### src/rtl/multiplier_controller.sv
// Sequencing controller for an N-step shift/add multiplier datapath.
// Moore FSM: IDLE -> INIT -> SHIFT (N cycles) -> DONE, with abort and step count.
module multiplier_controller #(
  parameter  int unsigned N  = 4,
  localparam int unsigned SW = $clog2(N + 1)
) (
  input  logic          clock,
  input  logic          reset,
  input  logic          start,
  input  logic          abort,
  input  logic          result_ack,
  output logic          ready,
  output logic          busy,
  output logic          done,
  output logic          do_init,
  output logic          do_shift,
  output logic [SW-1:0] step
);

  typedef enum logic [1:0] {
    S_IDLE  = 2'd0,
    S_INIT  = 2'd1,
    S_SHIFT = 2'd2,
    S_DONE  = 2'd3
  } state_e;

  localparam logic [SW-1:0] STEP_LAST = SW'(N - 1);
  localparam logic [SW-1:0] STEP_MAX  = SW'(N);

  state_e        state_q, state_d;
  logic [SW-1:0] step_q, step_d;
  logic          ready_q, ready_d;
  logic          busy_q, busy_d;
  logic          done_q, done_d;
  logic          do_init_q, do_init_d;
  logic          do_shift_q, do_shift_d;

  // Next state, step counter, and output decode of the next state so the
  // registered outputs always reflect the state they are paired with.
  always_comb begin
    state_d    = state_q;
    step_d     = step_q;
    ready_d    = 1'b0;
    busy_d     = 1'b0;
    done_d     = 1'b0;
    do_init_d  = 1'b0;
    do_shift_d = 1'b0;

    case (state_q)
      S_IDLE: begin
        if (start) state_d = S_INIT;
      end
      S_INIT: begin
        step_d  = '0;
        state_d = abort ? S_IDLE : S_SHIFT;
      end
      S_SHIFT: begin
        if (abort) begin
          state_d = S_IDLE;
          step_d  = '0;
        end else if (step_q >= STEP_LAST) begin
          // Saturate at N so step can never wrap even from a corrupted count.
          state_d = S_DONE;
          step_d  = STEP_MAX;
        end else begin
          step_d = step_q + SW'(1);
        end
      end
      S_DONE: begin
        if (result_ack) state_d = S_IDLE;
      end
      default: begin
        state_d = S_IDLE;
      end
    endcase

    case (state_d)
      S_IDLE:  ready_d = 1'b1;
      S_INIT:  begin do_init_d  = 1'b1; busy_d = 1'b1; end
      S_SHIFT: begin do_shift_d = 1'b1; busy_d = 1'b1; end
      S_DONE:  done_d = 1'b1;
      default: ready_d = 1'b1;
    endcase
  end

  // State and output registers; reset dominates every other input.
  always_ff @(posedge clock) begin
    if (reset) begin
      state_q    <= S_IDLE;
      step_q     <= '0;
      ready_q    <= 1'b1;
      busy_q     <= 1'b0;
      done_q     <= 1'b0;
      do_init_q  <= 1'b0;
      do_shift_q <= 1'b0;
    end else begin
      state_q    <= state_d;
      step_q     <= step_d;
      ready_q    <= ready_d;
      busy_q     <= busy_d;
      done_q     <= done_d;
      do_init_q  <= do_init_d;
      do_shift_q <= do_shift_d;
    end
  end

  assign ready    = ready_q;
  assign busy     = busy_q;
  assign done     = done_q;
  assign do_init  = do_init_q;
  assign do_shift = do_shift_q;
  assign step     = step_q;

endmodule

### config.mk
export PLATFORM = sky130hd
export DESIGN_NAME = multiplier_controller
export DESIGN_NICKNAME = d
export VERILOG_FILES = /design/src/rtl/multiplier_controller.sv
export SDC_FILE = /design/constraint.sdc
export NUM_CORES = 1
export LEC_CHECK = 0
export ABC_AREA = 1
export CORE_AREA = 4 4 41 43
export DETAILED_ROUTE_END_ITERATION = 16
export DIE_AREA = 0 0 45 47
export GPL_ROUTABILITY_DRIVEN = 0
export PLACE_DENSITY = 0.67
export SLEW_MARGIN = 0
export SYNTH_ARGS = -nofsm -noshare
export SYNTH_HDL_FRONTEND = slang
export SYNTH_SLANG_ARGS = --single-unit
### constraint.sdc
create_clock -name clock -period 1.9 [get_ports clock]
set_clock_uncertainty 0.05 [all_clocks]
set_input_delay 0.38 -clock clock [delete_from_list [all_inputs] [get_ports clock]]
set_output_delay 0.38 -clock clock [all_outputs]
set_load 0.005 [all_outputs]
# Yosys cells after proc, flatten, opt, wreduce, memory -nomap -nowiden
# Cells that the tools add are included.
[totals] mem_count=0 latchBits=0 word_cells=33 output_inout_bits=8 register_bits=10 romBits=0 input_bits=5 mem_bits_rw=0
[op_classes] n_bitwise=0 n_lt_le_gt_ge=1 n_shift=0 div_mod_pow=0 add_sub_neg=1 mux=14 multipliers=0 n_eq_ne=6 reduce_logical=4
[ops] operator="two-way mux 2 bit" count=5
[ops] operator="equality test 2 bit (second input constant)" count=4
[ops] operator="case mux 2 bit (4 select lines)" count=1
[ops] operator="two-way mux 3 bit" count=2
[ops] operator="case mux 3 bit (2 select lines)" count=1
[ops] operator="two-way mux 1 bit" count=5
[ops] operator="equality test 2 x 1 -> 1 bit (second input constant)" count=2
[ops] operator="logical NOT 2 bit" count=2
[ops] operator="adder 3 x 1 -> 3 bit (second input constant)" count=1
[ops] operator=">= comparator 3 x 2 -> 1 bit (second input constant)" count=1
[ops] operator="nonzero test 2 bit" count=1
[ops] operator="OR reduction 2 bit" count=1

# Logic depth before layout (Yosys ltp)
# Gate-level depths: netlist of run 1.
[depth] ltp_word=7 ltp_mapped=11 depth_no_buf=11

# Least setup slack after synthesis of run 1
# Ideal clock, no wire load.
[synth_path] path_type="reg-to-reg" startpoint="register step_q[0] (netlist: step[0])" endpoint="register busy_q (netlist: busy)" slack_ns=0.328 synth_period_minus_slack_ns=1.572 path_buffers=0 stages_incl_launch_ff=11 t_required_ns=1.786 t_arrival_ns=1.458 setup_ns=0.064 path_cell_list="dfxtp_1 ha_1 ha_1 nor2_2 nand3_1 nand2_1 nand3_2 nand2_2 inv_2 ha_1 nor2_1"
[synth_via] elab_chain_len=7 word_cells_on_any_way=8 classes_between="1 x order compare; 2 x eq/ne; 4 x mux; 1 x reduce/logical"
[synth_lines] item="from (decl)" line_no="31" text="logic [SW-1:0] step_q, step_d;"
[synth_lines] item="from (signal assigned)" line_no="98" text="step_q <= step_d;"
[synth_lines] item=">= comparator 3 x 2 -> 1 bit (*)" line_no="61" text="end else if (step_q >= STEP_LAST) begin"
[synth_lines] item="two-way mux 2 bit (*)" line_no="61"
[synth_lines] item="two-way mux 2 bit (*)" line_no="58" text="if (abort) begin"
[synth_lines] item="case mux 2 bit (4 select lines) (*)" line_no="49" text="case (state_q)"
[synth_lines] item="equality test 2 bit or equality test 2 x 1 -> 1 bit (tied branches)" line_no="77" text="case (state_d)"
[synth_lines] item="OR reduction 2 bit (no source line) (*)"
[synth_lines] item="two-way mux 1 bit (*)" line_no="77"
[synth_lines] item="to (signal assigned)" line_no="100" text="busy_q <= busy_d;"
[synth_lines] item="to (decl)" line_no="33" text="logic busy_q, busy_d;"
# Mark *: on every way between the ends. The rest lies on a longest branch, timed or not.
# A chain may end at the register's enable or synchronous reset.

# Worst setup path in the final report of run 1
# Same ends and word-level chain as after synthesis.

==> summary.txt, run 1 <==
Status
  • Status: finished clean

Critical path
  • WS Path Type: reg2reg
  • Crit-path max FO: 5
  • Setup crit start kind: register
  • Critical Path Sink Type: register
  • Data arrival time of the worst path: 1.82 ns
  • Critical Path RT: 2.05 ns

Yosys
  • Synth Flop Type: dfxtp_1
  • Synth Register Bits: 10
  • Cell taking the most area after synthesis: dfxtp_1
  • Most frequent cell after synthesis: nand2_1
  • Mapped Area: 533.0 µm²
  • Syn nets: 84
  • Post-synth EDFFs: 0
  • Avg Synthesized Cell Area: 7.403 µm²
  • Ys Warns: 0
  • Area share of the largest cell type after synthesis: 37.56%
  • Sequential area share after synthesis: 37.56%
  • Largest cells by area after synthesis: dfxtp_1, ha_1, nand2_1
  • Post-synth ARST share: 0%
  • Post-synth cell types: 12
  • Top cells by count, synth: nand2_1, dfxtp_1, inv_1, ha_1
  • Post-synthesis cell count: 72

GRT
  • Aggregate global routing overflow: 0
  • First-pass GRT wire length: 1683 µm
  • Number of antenna violations at the first check in global routing: 0
  • Largest net degree at the start of global routing: 7
  • Tot GR Track Use: 11.17%
  • Vias in the first global route: 423

Timing
  • Fin crit share: 87.83%
  • Rel. slew slack: 84.49%
  • RSZ-0062 raised after global routing: no
  • Setup violations, final: 0
  • Fin. max-slew vios: 0
  • Min cycle time layout: 1.669 ns
  • Post-route setup TNS: 0 ns
  • Final setup margin: 0.2312 ns
  • Worst-Margin Slew: 0.2319 ns
  • Fmax: 0.5992 GHz
  • Final Hold Viols: 0
  • Hold WS: 0.4638 ns

Detailed routing
  • Via count: 450
  • Antenna-violating nets left: 0
  • Drt first pass iters: 2
  • DRT Wirelength: 955 µm
  • Via density per instance: 4.369
  • WL/cell: 9.272 µm
  • First DRT Iteration DRCs: 3
  • Residual DRC: 0

Final layout
  • Finished Layout Cells: 103
  • Final Cell Area: 708.2 µm²
  • Layout cells sized above 1: 20.45%
  • Final #Nets: 101
  • Fillcell total: 127
  • # diodes: 0
  • Area Overhead vs Synth: 32.86%
  • Core Util, Final: 54.42%

Power and ir drop
  • Tot Pwr: 0.9268 mW
  • Sw frac: 36.10%
  • Internal: 0.5922 mW
  • Leakage power: 0.3561 nW
  • Net Switching: 0.3346 mW
  • Flop pwr share: 33.6%
  • Clk pwr share: 20.1%
  • Pwr Density: 1309 nW/µm²
  • Max IR drop VDD: 0.0006766 V
  • Combinational power share: 46.2%

Die
  • Die width: 45 µm
  • Io pins: 13
  • Rows: 13
  • Die area: 2115 µm²
  • Initial core utilization: 40.96%
  • Core area: 1301 µm²
  • Die height: 47 µm

Clocking
  • # hold bufs at CTS: 0
  • CTS Sinks: 10
  • Htree depth: 1
  • Gates resized, CTS repair: 0
  • Root buf cell: clkbuf_4
  • Max Root-Sink Buffers: 2
  • Worst-skew pair later-pin latency: 0.26 ns
  • CTS Buf Count: 3
  • CTS tree: yes
  • Reg clk slew, reported paths: 0.06 ns
  • Post-CTS setup buffers: 0

Placed design
  • Placed insts: 99
  • Post-Place Cell Area: 671.9 µm²
  • Post-DP HPWL: 760.5 µm
  • Number of I/O port buffers: 12
  • Pre-CTS setup slack: 0.1327 ns

Min path
  • Hold WC Path Type: reg2reg

Job
  • Max_cap viols: 0
-- placed cells by master (no fill, tap or decap), types with 2 or more instances in the layout --
cell and count:
nand3_2 2, ha_1 7, nand2_1 17, dfxtp_1 10, nor2_1 6, a21oi_1 3
nor2_2 2, clkdlybuf4s50_1 12, nand2_2 4, inv_2 6, inv_1 9, clkbuf_4 3
nand3_1 5
-- path summary, 6_finish.rpt --
kind	startpoint	slack, ns	to	cells after the start
worst max-delay path	step[0]	0.23	busy	10
worst min register to register	step[1]	0.46	step[1]	2
worst min-delay path	step[1]	0.46	step[1]	2
worst max register to register	step[0]	0.23	busy	10
-- per-layer routing --
metal / GRT usage (%) / vias up / routed length (µm)
met5: 0 / - / 0
li1: - / 248 / -
met4: 7.018 / 0 / 14
met3: 3.831 / 2 / 51
met2: 16.95 / 8 / 430
met1: 13.53 / 192 / 459
-- worst max-delay path, cell delays in order (launching register included) --
cell	delay, ns
dfxtp_1	0.35
ha_1	0.21
ha_1	0.18
nor2_2	0.11
nand3_1	0.08
nand2_1	0.07
nand3_2	0.08
nand2_2	0.08
inv_2	0.04
ha_1	0.27
nor2_1	0.09
-- sequential cells by signal, indices dropped and copies added (netlist names) --
register and cells:
do_init 1, state_q 2, busy 1, do_shift 1
ready 1, step 3, done 1
-- final cells by class --
type / instances / area [µm²] / area share (%)
Inverter: 15 / 56.30 / 7.951
Clock buffer: 4 / 36.28 / 5.124
Timing Repair Buffer: 12 / 120.1 / 16.96
Tap cell: 15 / 18.77 / 2.650
Sequential cell: 10 / 200.2 / 28.27
Multi-Input combinational cell: 47 / 276.5 / 39.05
-- logic make-up (layout without fill, tap and decap cells) --
family                   Yosys count  count (layout)  synth area share, %
flip-flops                        10              10                37.56
AND/OR/NAND/NOR                   36              36                31.69
AO/OA/AOI/OAI                      4               4                3.754
adder cells (fa/ha/maj)            7               7                16.43
buffers and inverters             15              31                10.56
-- power groups by stage --
stage               Clock [mW]  Combinational (mW)  Sequential, mW
floorplan                    0               0.277           0.316
global placement             0               0.424           0.314
detailed placement           0               0.433           0.317
CTS                      0.195               0.435           0.312
global route             0.207               0.492           0.319
finish                   0.187               0.428           0.312
No activity file was read; power rests on OpenSTA's default activity.
==> inputs of run 2 (changes only) <==
- RECOVER_POWER: default -> 100
==> summary.txt, run 2 (synthesis gave the netlist of run 1 again) <==
Status
  • Status: finished clean

Timing
  • RSZ-0062 raised after global routing: no
  • Setup violations, final: 0 (unchanged)
  • Rel. slew slack: 84.50% (about the same)
  • Post-route setup TNS: 0 ns (unchanged)
  • Fin crit share: 89.17% (+1.3 points)
  • Min cycle time layout: 1.694 ns (+0.02537 ns)
  • Fmax: 0.5903 GHz (-1.5%)
  • Worst-Margin Slew: 0.2318 ns (-0.0001156 ns)
  • Final Hold Viols: 0 (unchanged)
  • Fin. max-slew vios: 0 (unchanged)

Min path
  • Hold depth: 2 (unchanged)
  • Hold EP: step[1]
  • Hold WC Path Type: reg2reg
  • Min-Delay Startpoint: step[1]

Critical path
  • Crit-path max FO: 5 (unchanged)
  • Critical Path RT: 1.47 ns (-0.58 ns)
  • FF-to-FF Start: step[0]
  • Setup crit start kind: register
  • Critical Path Sink Type: output pin
  • Buf/Inv on CP: 1 (unchanged)
  • Slowest stage delay, CP: 0.59 ns (+0.24 ns)
  • Cells on worst reg2reg path: 10 (unchanged)
  • FF-to-FF setup slack: 0.23 ns (about the same)
  • Slowest CP cell: dlygate4sd3_1
  • Data arrival time of the worst path: 1.26 ns (-0.56 ns)
  • R2R Path End: busy
  • CP top delay family: buffers and inverters
  • WS Path Type: reg2out
  • Crit path cell chain: dlygate4sd3_1

Clocking
  • Root buf cell: clkbuf_4
  • Max Root-Sink Buffers: 2 (unchanged)
  • CTS Sinks: 10 (unchanged)
  • Reg clk slew, reported paths: 0.06 ns (about the same)
  • CTS tree: yes
  • CTS Buf Count: 3 (unchanged)
  • Gates resized, CTS repair: 0 (unchanged)
  • Worst-skew pair later-pin latency: 0.26 ns (about the same)
  • # hold bufs at CTS: 0 (unchanged)
  • Htree depth: 1 (unchanged)
  • Post-CTS setup buffers: 0 (unchanged)

GRT
  • First-pass GRT wire length: 1683 µm (unchanged)
  • Largest net degree at the start of global routing: 7 (unchanged)
  • Number of antenna violations at the first check in global routing: 0 (unchanged)
  • Tot GR Track Use: 11.17% (unchanged)
  • Vias in the first global route: 423 (unchanged)
  • Aggregate global routing overflow: 0 (unchanged)

Final layout
  • # diodes: 0 (unchanged)
  • Final Cell Area: 693.2 µm² (-2.1%)
  • Layout cells sized above 1: 14.77% (-5.7 points)
  • Commonest non-fill, non-tap cells in the layout: nand2_1, inv_1, dfxtp_1
  • Area Overhead vs Synth: 30.05%
  • Final #Nets: 101 (unchanged)
  • Commonest non-fill, non-tap cell in the layout: nand2_1
  • Max reg flops: 3 (unchanged)

Power and ir drop
  • Combinational power share: 43.7% (-2.5 points)
  • Internal: 0.5614 mW (-5.2%)
  • Clk pwr share: 21.2% (+1.1 points)
  • Sw frac: 36.20% (+0.098 points)
  • Pwr Density: 1269 nW/µm² (-3.0%)
  • Net Switching: 0.3185 mW (-4.8%)
  • Max IR drop VDD: 0.0006399 V (-5.4%)
  • Flop pwr share: 35.1% (+1.5 points)
  • Leakage power: 0.3726 nW (+4.6%)

Die
  • Io pins: 13 (unchanged)
  • Die width: 45 µm (unchanged)
  • Die area: 2115 µm² (unchanged)
  • Die height: 47 µm (unchanged)
  • Initial core utilization: 40.96% (unchanged)
  • Core area: 1301 µm² (unchanged)
  • Rows: 13 (unchanged)

Detailed routing
  • First DRT Iteration DRCs: 3 (unchanged)
  • Residual DRC: 0 (unchanged)
  • DRT Wirelength: 947 µm (-0.84%)
  • WL/cell: 9.194 µm (-0.84%)
  • Antenna-violating nets left: 0 (unchanged)
  • Via count: 451 (+0.22%)
  • Drt first pass iters: 2 (unchanged)
  • Via density per instance: 4.379 (+0.22%)

Placed design
  • Number of I/O port buffers: 12 (unchanged)
  • Post-DP HPWL: 760.5 µm (unchanged)
  • Post-Place Cell Area: 671.9 µm² (unchanged)

Job
  • Max_cap viols: 0 (unchanged)
## run 2: area by class of cell
type | instances | area [µm²]
fillers | 131 | 608.1
flip-flops and latches | 10 | 200.2
repair buffers | 12 | 120.1
clock buffers | 4 | 36.28
multi-input cells | 47 | 261.5
well taps | 15 | 18.77
inverters | 15 | 56.30
## run 2: worst register-to-register path, delay by kind of cell, from the launching register on
family / cells / cell delay [ns]
adders and majority gates: 3 / 0.66
and+or+nand+nor: 6 / 0.50
DFF: 1 / 0.34
buffers and inverters: 1 / 0.04
## run 2: power by group through the flow
stage | clock network (mW) | registers (mW) | logic, mW
finish | 0.187 | 0.309 | 0.384
global route | 0.207 | 0.317 | 0.447
CTS | 0.195 | 0.312 | 0.435
detailed placement | 0 | 0.317 | 0.433
global placement | 0 | 0.314 | 0.424
floorplan | 0 | 0.316 | 0.277
## run 2: worst max-delay path by stage
stage               startpoint      end  slack, ns  cells after the start
detailed placement       abort     busy       0.13                     10
CTS                    step[0]     busy       0.21                     10
global route           step[0]     busy       0.12                      9
global placement         abort     busy       0.15                     10
finish                 step[2]  step[2]       0.21                      1
floorplan              step[0]     busy       0.33                     10
## run 2: routing by layer
metal  share of wire (%)  track usage [%]
met5                   0                0
met4                 1.5            7.018
met3                 4.8            3.831
met2                  45            16.95
met1                  48            13.53
## run 2: per-stage QoR
stage          hold WS (ns)  worst slack (ns)  power [mW]  util (%)  cells
2_1_floorplan        0.3967            0.3281      0.5939         -     72
3_3_place_gp         0.4395            0.1538      0.7378     51.63     99
3_5_place_dp         0.4571            0.1327      0.7493     51.63     99
4_1_cts              0.4676            0.2109      0.9429     54.42    103
5_1_grt              0.4927            0.1212      0.9707     53.27    103
6_report             0.4612            0.2058      0.8799     53.27    103
==> inputs of run 3 (changes only) <==
- CORE_AREA: 4 4 41 43 -> default
- CORE_MARGIN: default -> 4
- CORE_UTILIZATION: default -> 36
- DIE_AREA: 0 0 45 47 -> default
- PLACE_DENSITY: 0.67 -> 0.61
==> summary.txt, run 3 (synthesis gave the netlist of run 1 again) <==
Min path
  • Hold WC Path Type: reg2reg

Clocking
  • Gates resized, CTS repair: 0 (unchanged)
  • Root buf cell: clkbuf_4
  • CTS tree: yes
  • Post-CTS setup buffers: 0 (unchanged)
  • # hold bufs at CTS: 0 (unchanged)
  • Reg clk slew, reported paths: 0.07 ns (about the same)
  • Worst-skew pair later-pin latency: 0.26 ns (about the same)
  • Max Root-Sink Buffers: 2 (unchanged)
  • Htree depth: 1 (unchanged)
  • CTS Sinks: 10 (unchanged)
  • CTS Buf Count: 3 (unchanged)

Critical path
  • Crit-path max FO: 5 (unchanged)
  • Buf/Inv on CP: 1 (unchanged)
  • Slowest stage delay, CP: 0.35 ns (-0.24 ns)
  • Data arrival time of the worst path: 1.84 ns (+0.58 ns)
  • Setup crit start kind: register
  • WS Path Type: reg2reg
  • Most frequent cell on the critical path: ha_1
  • Slowest CP cell: dfxtp_1
  • Critical Path RT: 2.05 ns (+0.58 ns)
  • CP top delay family: adder cells
  • Critical Path Sink Type: register
  • Crit path cell chain: ha_1, ha_1, nor2_1, nand3_1, nand2_1, nand3_2, nand2_2, inv_2, ha_1, nor2_1

Timing
  • Fin. max-slew vios: 0 (unchanged)
  • Fmax: 0.5905 GHz (about the same)
  • Rel. slew slack: 83.97% (-0.53 points)
  • RSZ-0062 raised after global routing: no
  • Min cycle time layout: 1.694 ns (-0.0006410 ns)
  • Worst-Margin Slew: 0.2396 ns (+0.007855 ns)
  • Setup violations, final: 0 (unchanged)
  • Post-route setup TNS: 0 ns (unchanged)
  • Fin crit share: 89.13% (about the same)
  • Final Hold Viols: 0 (unchanged)

Placed design
  • Number of I/O port buffers: 12 (unchanged)
  • Post-DP HPWL: 733.1 µm (-3.6%)

Die
  • Die height: 46.48 µm (-1.1%)
  • Die area: 2160 µm² (+2.1%)
  • Core area: 1350 µm² (+3.7%)
  • Die width: 46.48 µm (+3.3%)
  • Rows: 13 (unchanged)
  • Io pins: 13 (unchanged)
  • Initial core utilization: 39.48% (-1.5 points)

Final layout
  • Max reg flops: 3 (unchanged)
  • Commonest non-fill, non-tap cells in the layout: nand2_1, inv_1, dfxtp_1
  • Core Util, Final: 51.71% (-1.6 points)
  • # diodes: 0 (unchanged)
  • Layout cells sized above 1: 15.91% (+1.1 points)
  • Final #Nets: 101 (unchanged)
  • Area Overhead vs Synth: 30.99%
  • Commonest non-fill, non-tap cell in the layout: nand2_1

Power and ir drop
  • Leakage power: 0.3734 nW (+0.22%)
  • Max IR drop VDD: 0.0007967 V (+24%)
  • Pwr Density: 1262 nW/µm² (-0.55%)

GRT
  • Aggregate global routing overflow: 0 (unchanged)
  • Global routing's busiest layer: met2
  • Number of antenna violations at the first check in global routing: 0 (unchanged)
  • Vias in the first global route: 391 (-7.6%)
  • Met3 usage: 4.688% (+0.86 points)
  • First-pass GRT wire length: 1462 µm (-13%)
  • Met1 usage: 11.63% (-1.9 points)
  • Met2 Track Usage GR: 14.84% (-2.1 points)
  • Tot GR Track Use: 9.437% (-1.7 points)
  • Largest net degree at the start of global routing: 7 (unchanged)

Job
  • Max_cap viols: 0 (unchanged)

Detailed routing
  • Via density per instance: 4.214 (-3.8%)
  • DRT Wirelength: 905 µm (-4.4%)
  • WL/cell: 8.786 µm (-4.4%)
  • Via count: 434 (-3.8%)
  • Antenna-violating nets left: 0 (unchanged)
  • First DRT Iteration DRCs: 8 (+5)
  • Drt first pass iters: 4 (+2)
  • Residual DRC: 0 (unchanged)

Status
  • Status: finished clean
## run 3: routing by layer
| layer | vias to the layer above | wire length [µm] | part of all wire, % |
|---|---|---|---|
| met5 | - | 0 | 0 |
| met4 | 0 | 0 | 0 |
| met3 | 0 | 34 | 3.8 |
| met2 | 9 | 410 | 45 |
| met1 | 176 | 460 | 51 |
| li1 | 249 | - | - |
## run 3: cell type report
| type | instances | area (µm²) |
|---|---|---|
| multi-input combinational | 47 | 266.5 |
| tap | 15 | 18.77 |
| fill | 143 | 651.9 |
| clock buffer | 4 | 36.28 |
| timing repair buffer | 12 | 120.1 |
| inverter | 15 | 56.30 |
| sequential | 10 | 200.2 |
## run 3: report_power, final
| group | switching [mW] | internal [mW] | leakage, nW |
|---|---|---|---|
| sequential | 0.0330 | 0.274 | 0.0820 |
| combinational | 0.214 | 0.172 | 0.270 |
| clock | 0.0717 | 0.116 | 0.0210 |
## run 3: tightest hold or removal path: cells and delay by family, from the launching register on
| family | cells | cell delay (ns) |
|---|---|---|
| flip-flops | 1 | 0.33 |
| AND/OR/NAND/NOR | 1 | 0.07 |
| AO/OA/AOI/OAI | 1 | 0.06 |
## run 3: worst paths after layout
kind                start       to  slack, ns  depth (start not counted)
setup reg to reg  step[0]     busy       0.21                         10
setup / recovery  step[0]     busy       0.21                         10
hold reg to reg   step[1]  step[1]       0.45                          2
hold / removal    step[1]  step[1]       0.45                          2
## run 3: metrics by stage
stage / cells / setup WS (ns) / cell area [µm²] / power (mW) / hold slack (ns)
detailed placement: 99 / 0.1486 / 671.9 / 0.7415 / 0.4439
floorplan: 72 / 0.3281 / 533.0 / 0.5939 / 0.3967
finish: 103 / 0.2065 / 698.2 / 0.8814 / 0.4536
global placement: 99 / 0.1431 / 671.9 / 0.7413 / 0.4448
global route: 103 / 0.05284 / 698.2 / 0.9720 / 0.4878
CTS: 103 / 0.2242 / 708.2 / 0.9308 / 0.4582
